$ cat src/rtl/game_undo_history.sv
// Multi-level undo/redo history: circular buffer of DEPTH board states with registered current state.
// Optional REDO support enabled by defining GAME_UNDO_REDO_EN.
module game_undo_history #(
    parameter int unsigned STATE_W = 134,
    parameter int unsigned DEPTH   = 8,
    localparam int unsigned PTR_W  = $clog2(DEPTH)
) (
    input  logic               clk,
    input  logic               rst,
    input  logic               game_state_en,
    input  logic [1:0]         sel,
    input  logic [STATE_W-1:0] game_state_int,
    input  logic [STATE_W-1:0] game_state_mm,
    output logic [STATE_W-1:0] game_state,
    output logic               real_retract,
    output logic               real_redo,
    output logic [PTR_W-1:0]   undo_cnt,
    output logic [PTR_W-1:0]   redo_cnt,
    output logic               hist_full
);

    localparam logic [1:0] CMD_LOAD = 2'd0;
    localparam logic [1:0] CMD_MOVE = 2'd1;
    localparam logic [1:0] CMD_UNDO = 2'd2;
    localparam logic [1:0] CMD_REDO = 2'd3;
    localparam logic [PTR_W-1:0] CNT_MAX = PTR_W'(DEPTH - 1);
    localparam logic [PTR_W-1:0] ONE     = PTR_W'(1);

    logic [STATE_W-1:0] hist [DEPTH];
    logic [PTR_W-1:0]   ptr;

    logic [PTR_W-1:0]   ptr_nxt;
    logic [STATE_W-1:0] state_nxt;
    logic [PTR_W-1:0]   undo_nxt;
    logic [PTR_W-1:0]   redo_nxt;
    logic               retract_nxt;
    logic               redo_pulse_nxt;
    logic               wr_en;
    logic [PTR_W-1:0]   wr_idx;
    logic [STATE_W-1:0] wr_data;

    // Command decode: next pointer, counters, current state and buffer write.
    always_comb begin
        ptr_nxt        = ptr;
        state_nxt      = game_state;
        undo_nxt       = undo_cnt;
        redo_nxt       = redo_cnt;
        retract_nxt    = 1'b0;
        redo_pulse_nxt = 1'b0;
        wr_en          = 1'b0;
        wr_idx         = ptr;
        wr_data        = game_state_int;
        if (game_state_en) begin
            case (sel)
                CMD_LOAD: begin
                    wr_en     = 1'b1;
                    wr_idx    = '0;
                    wr_data   = game_state_int;
                    ptr_nxt   = '0;
                    undo_nxt  = '0;
                    redo_nxt  = '0;
                    state_nxt = game_state_int;
                end
                CMD_MOVE: begin
                    // At full history the oldest slot is simply overwritten.
                    wr_en     = 1'b1;
                    wr_idx    = ptr + ONE;
                    wr_data   = game_state_mm;
                    ptr_nxt   = ptr + ONE;
                    state_nxt = game_state_mm;
                    redo_nxt  = '0;
                    if (undo_cnt != CNT_MAX) begin
                        undo_nxt = undo_cnt + ONE;
                    end
                end
                CMD_UNDO: begin
                    if (undo_cnt != '0) begin
                        ptr_nxt     = ptr - ONE;
                        state_nxt   = hist[ptr - ONE];
                        undo_nxt    = undo_cnt - ONE;
`ifdef GAME_UNDO_REDO_EN
                        redo_nxt    = redo_cnt + ONE;
`endif
                        retract_nxt = 1'b1;
                    end
                end
                CMD_REDO: begin
`ifdef GAME_UNDO_REDO_EN
                    if (redo_cnt != '0) begin
                        ptr_nxt        = ptr + ONE;
                        state_nxt      = hist[ptr + ONE];
                        redo_nxt       = redo_cnt - ONE;
                        undo_nxt       = undo_cnt + ONE;
                        redo_pulse_nxt = 1'b1;
                    end
`endif
                end
                default: ;
            endcase
        end
    end

    // History storage; contents are don't-care after reset.
    always_ff @(posedge clk) begin
        if (wr_en) begin
            hist[wr_idx] <= wr_data;
        end
    end

    always_ff @(posedge clk or posedge rst) begin
        if (rst) begin
            ptr          <= '0;
            game_state   <= '0;
            undo_cnt     <= '0;
            redo_cnt     <= '0;
            real_retract <= 1'b0;
            real_redo    <= 1'b0;
            hist_full    <= 1'b0;
        end else begin
            ptr          <= ptr_nxt;
            game_state   <= state_nxt;
            undo_cnt     <= undo_nxt;
            redo_cnt     <= redo_nxt;
            real_retract <= retract_nxt;
            real_redo    <= redo_pulse_nxt;
            hist_full    <= (undo_nxt == CNT_MAX);
        end
    end

endmodule

$ cat config.mk
export PLATFORM = sky130hd
export DESIGN_NAME = game_undo_history
export DESIGN_NICKNAME = d
export VERILOG_FILES = /design/src/rtl/game_undo_history.sv
export SDC_FILE = /design/constraint.sdc
export NUM_CORES = 1
export LEC_CHECK = 0
export ABC_CLOCK_PERIOD_IN_PS = 24200
export CAP_MARGIN = 20
export CORE_MARGIN = 5
export CORE_UTILIZATION = 60
export DETAILED_ROUTE_END_ITERATION = 16
export HOLD_SLACK_MARGIN = 0.03
export PLACE_DENSITY = 0.82
export SLEW_MARGIN = 20
export SYNTH_ARGS = -nofsm -noshare
export SYNTH_HDL_FRONTEND = slang
export SYNTH_SLANG_ARGS = --single-unit
$ cat constraint.sdc
create_clock -name clk -period 24.2 [get_ports clk]
set_input_delay 6.05 -clock clk [delete_from_list [all_inputs] [get_ports clk]]
set_output_delay 6.05 -clock clk [all_outputs]
set_load 0.01 [all_outputs]
==> out/qor.txt, run 1 <==
Complex-gate fraction of the synthesized area - 7.49%
Most Frequent Cell on Critical Path - buf_4
H-tree levels - 3
Nets - 3222
Adder-cell share of the synthesized area - 0.227%
CTS max path bufs - 3
Status - finished clean
Floorplan row count - 105
Max cap viols - 0
Initial drt markers - 2970
Worst-skew pair later-pin latency - 0.67 ns
Crit-path max FO - 62
Via density - 6.81
Yosys Warn Count - 0
Setup_tns - 0 ns
Top delay family on crit path - buffers and inverters
Core area - 82100 um2
IO buf count - 411
Fin util - 71.3%
Worst IR Drop VDD - 0.0758 mV
Post-CTS Setup Inserts - 0
Worst Tran Pin Value - 1.13 ns
Final period utilization - 43.3%
# IOs - 416
CTS Buf Count - 116
First-pass GRT wire length - 191000 um
Arr. time, crit path - 10.77 ns
Routability cong. - 0.801
WP data required - 24.48 ns
CP Capture Type - register
Final ANT Viol Nets - 0
Vias in the first global route - 30000
Synth Register Bits - 1214
Multiplexer share of the synthesized area - 15.2%
Cts repair resizes - 0
Critical path's largest stage delay - 0.83 ns
Met1 GRT Util - 38.2%
Slew Viols, Final - 0
Most Used Layer, Global Route - met2
Worst slew margin - 24.5%
Largest net degree at the start of global routing - 163
Clock Skew - 0.0216 ns
Drt wl/cell - 31.0 um
Die height - 298 um
Mapped cell area - 49600 um2
RSZ-0062 raised after global routing - false
Post-route minimum period - 10.49 ns
Met2 Use GR - 47.2%
Cell Pwr Density - 94.3 nW/um2
All-layer global routing usage - 28.6%
Cell Count, Final, Fillers Out - 4113
Proportion of layout cells with a drive suffix above 1 - 24.9%
Die Area - 88600 um2
Gr ovfl total - 0
Clk pin slew, worst setup/hold paths - 0.06 ns
Slowest CP cell - ha_4
Chip Width - 298 um
Fmax - 95.4 MHz
CP bufs+invs - 4
Syn Area/Cell - 19.3 um2
Total Power - 5.52 mW
Post-Synth XOR/XNOR Area - 0.0328%
Critical Path Start Type - input pin
Post-synthesis simple-gate area fraction - 2.70%
Sequential element share of the synthesized area - 72.0%
Final Hold Viols - 0
Drt drc - 0
Initial Util - 60.4%
Setup Crit Path Kind - input pin to register
Syn Inst Count - 2568
Antenna violations before repair - 4
Hold Path Class - register to register
# hold bufs at CTS - 0
Inst Count DP - 3891
Final Routed Wirelength - 127000 um
Pleak - 18.7 nW
Netlist cell types - 48
# setup viols final - 0
DP HPWL - 68600 um
Met3 GRT Util - 5.53%
Area grow syn2layout - 18.0%
CTS root buffer - clkbuf_16
TritonRoute pass-1 iters - 5
CTS tree - built
Main combinational cell family by area after synthesis - multiplexers
Crit path cell chain - clkdlybuf4s50_1, inv_1, ha_4, o21ai_0, a22o_1, nor2_4, buf_4, buf_4
Vias - 28000
CTS sink count - 1214
## layout make-up
type	count	area, um2
inverter	13	58.8
timing repair buffer	452	4520
fill	4678	23600
tap	1070	1340
multi-input combinational	1143	12900
sequential	1214	35700
antenna	3	7.51
clock buffer	159	3280
clock inverter	59	694
## per-stage QoR
| stage | area, um2 | setup slack, ns | hold slack (ns) |
|---|---|---|---|
| 2_1_floorplan | 49600 | 3.59 | 0.537 |
| 3_3_place_gp | 54500 | 13.02 | 0.551 |
| 3_5_place_dp | 54500 | 13.05 | 0.561 |
| 4_1_cts | 58500 | 13.74 | 0.569 |
| 5_1_grt | 58500 | 13.44 | 0.591 |
| 6_report | 58500 | 13.71 | 0.567 |
## cell usage in the layout (no fill, tap or decap), types with 20 or more instances in the layout
master / instances
clkdlybuf4s50_1: 411
clkbuf_1: 25
clkinv_2: 20
o21ai_0: 140
a221oi_2: 112
a221oi_1: 22
buf_4: 34
a211oi_1: 135
nor3_1: 134
dfrtp_1: 141
clkbuf_16: 119
mux4_2: 266
mux2_2: 134
edfxtp_1: 1072
nor2_1: 136
## worst min-delay path, cell delays in order, from the launching register on
cell and delay (ns):
dfrtp_1 0.38, nor2_1 0.10, a211oi_1 0.05
## synth_stat cells, drive strengths merged
cell type  number  share of area, %
a21o            1             0.015
nand2           9             0.068
mux2          134               3.0
mux4          268                12
nor4            2             0.025
dfrtp         142               7.2
a22o            1             0.018
a21boi          1             0.015
o2111ai         1             0.018
or3             1             0.013
inv            13             0.098
nor3b           1             0.015
o21ai         142               1.4
nor3          134               1.4
a2bb2oi         1             0.018
xor2            1             0.033
nand2b          2             0.025
a21oi           2             0.028
and3            1             0.013
nand4           2             0.025
a211oi        135               2.0
a32o            1             0.020
clkbuf         87              0.67
o22ai           1             0.013
a22oi           2             0.030
nand3           2             0.020
or3b            1             0.018
and2            1             0.013
nand3b          1             0.015
nor2b           2             0.025
conb            1            0.0076
buf           114               1.5
o21bai          2             0.030
a221oi        134               3.8
edfxtp       1072                65
ha              9              0.23
nor2          142               1.1
mux2i           1             0.020
o211ai          1             0.015
## report_power, final
| group | switching, mW | internal (mW) | total, mW |
|---|---|---|---|
| clock | 0.768 | 1.11 | 1.87 |
| combinational | 0.591 | 0.527 | 1.12 |
| sequential | 0.0950 | 2.43 | 2.53 |
## sequential cells by signal (all words and copies together), names as in the netlist
name	count
game_state	134
hist	1072
hist_full	1
ptr	3
real_retract	1
undo_cnt	3
## kinds of logic (layout without fill, tap and decap cells)
group / count (synthesis) / count (layout)
AO/OA/AOI/OAI: 425 / 425
XOR/XNOR: 1 / 1
adder cells (fa/ha/maj): 9 / 9
buffers and inverters: 214 / 683
flip-flops: 1214 / 1214
multiplexers: 403 / 403
other: 1 / 7
AND/OR/NAND/NOR: 301 / 301
## worst paths after layout
| check | start | to | slack (ns) | depth (start not counted) |
|---|---|---|---|---|
| worst max-delay path | sel[1] | hist[3][120] | 13.71 | 8 |
| min in group asynchronous | rst | game_state[41] | 5.97 | 2 |
| worst max register to register | ptr[0] | hist[2][21] | 18.62 | 6 |
| worst min register to register | game_state[87] | game_state[87] | 0.57 | 2 |
| worst min-delay path | game_state[87] | game_state[87] | 0.57 | 2 |
| max in group asynchronous | rst | game_state[56] | 16.78 | 4 |
## metal layers
metal | share of wire (%) | wire length (um) | vias to the layer above
met5 | 0.0094 | 12 | -
met2 | 50 | 63900 | 1798
met4 | 4.1 | 5170 | 2
met3 | 9.7 | 12400 | 286
met1 | 36 | 46000 | 14500
li1 | - | - | 11400
(Power assumes the default switching activity.)
==> run 2, diff against run 1 <==
--- a/config.mk
+++ b/config.mk
@@ -5,13 +5,13 @@
 export SDC_FILE = /design/constraint.sdc
 export NUM_CORES = 1
 export LEC_CHECK = 0
-export ABC_CLOCK_PERIOD_IN_PS = 24200
+export ABC_CLOCK_PERIOD_IN_PS = 8900
 export CAP_MARGIN = 20
 export CORE_MARGIN = 5
-export CORE_UTILIZATION = 60
+export CORE_UTILIZATION = 52
 export DETAILED_ROUTE_END_ITERATION = 16
 export HOLD_SLACK_MARGIN = 0.03
-export PLACE_DENSITY = 0.82
+export PLACE_DENSITY = 0.76
 export SLEW_MARGIN = 20
 export SYNTH_ARGS = -nofsm -noshare
 export SYNTH_HDL_FRONTEND = slang
==> constraint.sdc (replaced) <==
create_clock -name clk -period 8.9 [get_ports clk]
set_input_delay 2.225 -clock clk [delete_from_list [all_inputs] [get_ports clk]]
set_output_delay 2.225 -clock clk [all_outputs]
set_load 0.01 [all_outputs]
==> run 2 against run 1 <==
Sequential share of layout area down 0.25 points. Final cell count up 4.7%. Setup slack worse by 11 ns. Critical endpoint is now hist[1][63].
==> out/qor.txt, run 2 (synthesis results as in run 1) <==
Worst slack at placement - 2.27 ns
Clock Skew - 0.0255 ns
Clk pin slew, worst setup/hold paths - 0.06 ns
First-pass GRT wire length - 191000 um
Fmax - 170 MHz
# setup viols final - 0
CTS max path bufs - 3
Area grow syn2layout - 18.4%
Final ANT Viol Nets - 0
# IOs - 416
TritonRoute pass-1 iters - 8
Max cap viols - 0
Cts repair resizes - 0
CTS root buffer - clkbuf_16
Status - finished clean
Commonest non-fill, non-tap cell in the layout - edfxtp_1
Crit-path max FO - 50
Arr. time, crit path - 6.16 ns
Register with the most flip-flops - hist
Pleak - 18.7 nW
Biggest regs - hist x1072, game_state x134
CTS tree - built
CTS sink count - 1214
CP Capture Type - register
Worst Tran Pin Value - 1.31 ns
Via density - 6.44
WP data required - 9.19 ns
Largest register FFs - 1072
CTS Buf Count - 116
Initial Util - 52.3%
Setup WS post-layout - 3.03 ns
Setup Crit Path Kind - input pin to register
Post-route design area - 58800 um2
Hold Path Class - register to register
Die Area - 102000 um2
Commonest non-fill, non-tap cells in the layout - 1072 x edfxtp_1, 411 x clkdlybuf4s50_1, 266 x mux4_2
Largest net degree at the start of global routing - 158
DP HPWL - 70300 um
Floorplan row count - 113
Worst slew margin - 12.4%
Worst IR Drop VDD - 0.195 mV
Critical Path Start Type - input pin
Chip Width - 319 um
Final Routed Wirelength - 129000 um
Gr ovfl total - 0
Initial drt markers - 3031
Final period utilization - 66.0%
All-layer global routing usage - 24.9%
Filler cells - 6465
IO buf count - 411
RSZ-0062 raised after global routing - false
Die height - 319 um
Vias - 27700
# hold bufs at CTS - 0
Nets - 3220
Post-CTS Setup Inserts - 0
Post-route minimum period - 5.87 ns
Routability cong. - 0.788
Slew Viols, Final - 0
Core area - 94900 um2
Cell Pwr Density - 254 nW/um2
Final Hold Viols - 0
Vias in the first global route - 29200
Area after DPL - 54900 um2
Drt drc - 0
Drt wl/cell - 30.0 um
H-tree levels - 3
Proportion of layout cells with a drive suffix above 1 - 24.4%
Antenna violations before repair - 1
Worst-skew pair later-pin latency - 0.68 ns
-- run 2: changes by cell type in the layout (fill, tap and decap cells not counted), moves of 2 or more --
cell / delta
buf_16: -2
nor4_4: +2
clkbuf_1: +14
clkinv_2: -7
buf_12: +8
inv_6: -2
clkinv_1: -2
buf_4: -8
nor4_2: -2
clkinvlp_4: -4
clkbuf_8: +5
bufinv_16: -3
diode_2: -2
-- run 2: path summary, 6_finish.rpt --
kind	startpoint	slack, ns	end	cells after the start
worst max-delay path	sel[1]	3.03	hist[1][63]	7
worst min-delay path	game_state[27]	0.57	game_state[27]	2
worst max register to register	ptr[0]	3.44	hist[3][25]	6
worst min register to register	game_state[27]	0.57	game_state[27]	2
max in group asynchronous	rst	5.36	game_state[17]	3
min in group asynchronous	rst	2.07	game_state[53]	2
-- run 2: through the flow --
| step | TNS (ns) | utilization [%] | hold slack (ns) | cells | power (mW) |
|---|---|---|---|---|---|
| CTS | 0 | 61.9 | 0.571 | 4304 | 15.0 |
| global route | 0 | 61.9 | 0.590 | 4304 | 15.4 |
| global placement | 0 | 57.8 | 0.557 | 4085 | 9.96 |
| detailed placement | 0 | 57.8 | 0.564 | 4085 | 10.0 |
| floorplan | -165.00 | - | 0.537 | 2571 | 8.77 |
| finish | 0 | 61.9 | 0.572 | 4305 | 14.9 |
-- run 2: where the power goes --
group	switching, mW	internal, mW	total (mW)
registers	0.269	6.61	6.88
clock network	2.04	2.95	4.99
logic	1.59	1.44	3.03
total	3.90	11.0	14.9
-- run 2: layer usage --
layer | up-vias | routed length [um] | GRT usage (%)
met5 | - | 0 | 0
met1 | 14500 | 47000 | 32.5
li1 | 11400 | - | -
met4 | 0 | 4290 | 8.10
met2 | 1546 | 66100 | 42.8
met3 | 251 | 11600 | 4.61
-- run 2: critical path, stage by stage --
cell             delay, ns
clkdlybuf4s50_1       0.46
inv_1                 0.17
ha_4                  0.86
nand2_4               0.80
nor4_4                0.50
buf_4                 0.38
buf_4                 0.68
-- run 2: area by class of cell --
| type | instances | area [um2] | area share, % |
|---|---|---|---|
| clock buffers | 177 | 3370 | 5.74 |
| well taps | 1265 | 1580 | 2.69 |
| multi-input cells | 1143 | 12900 | 22.0 |
| diodes | 1 | 2.50 | 0.00426 |
| clock inverters | 42 | 539 | 0.918 |
| flip-flops and latches | 1214 | 35700 | 60.8 |
| repair buffers | 450 | 4560 | 7.76 |
| inverters | 13 | 56.3 | 0.0958 |
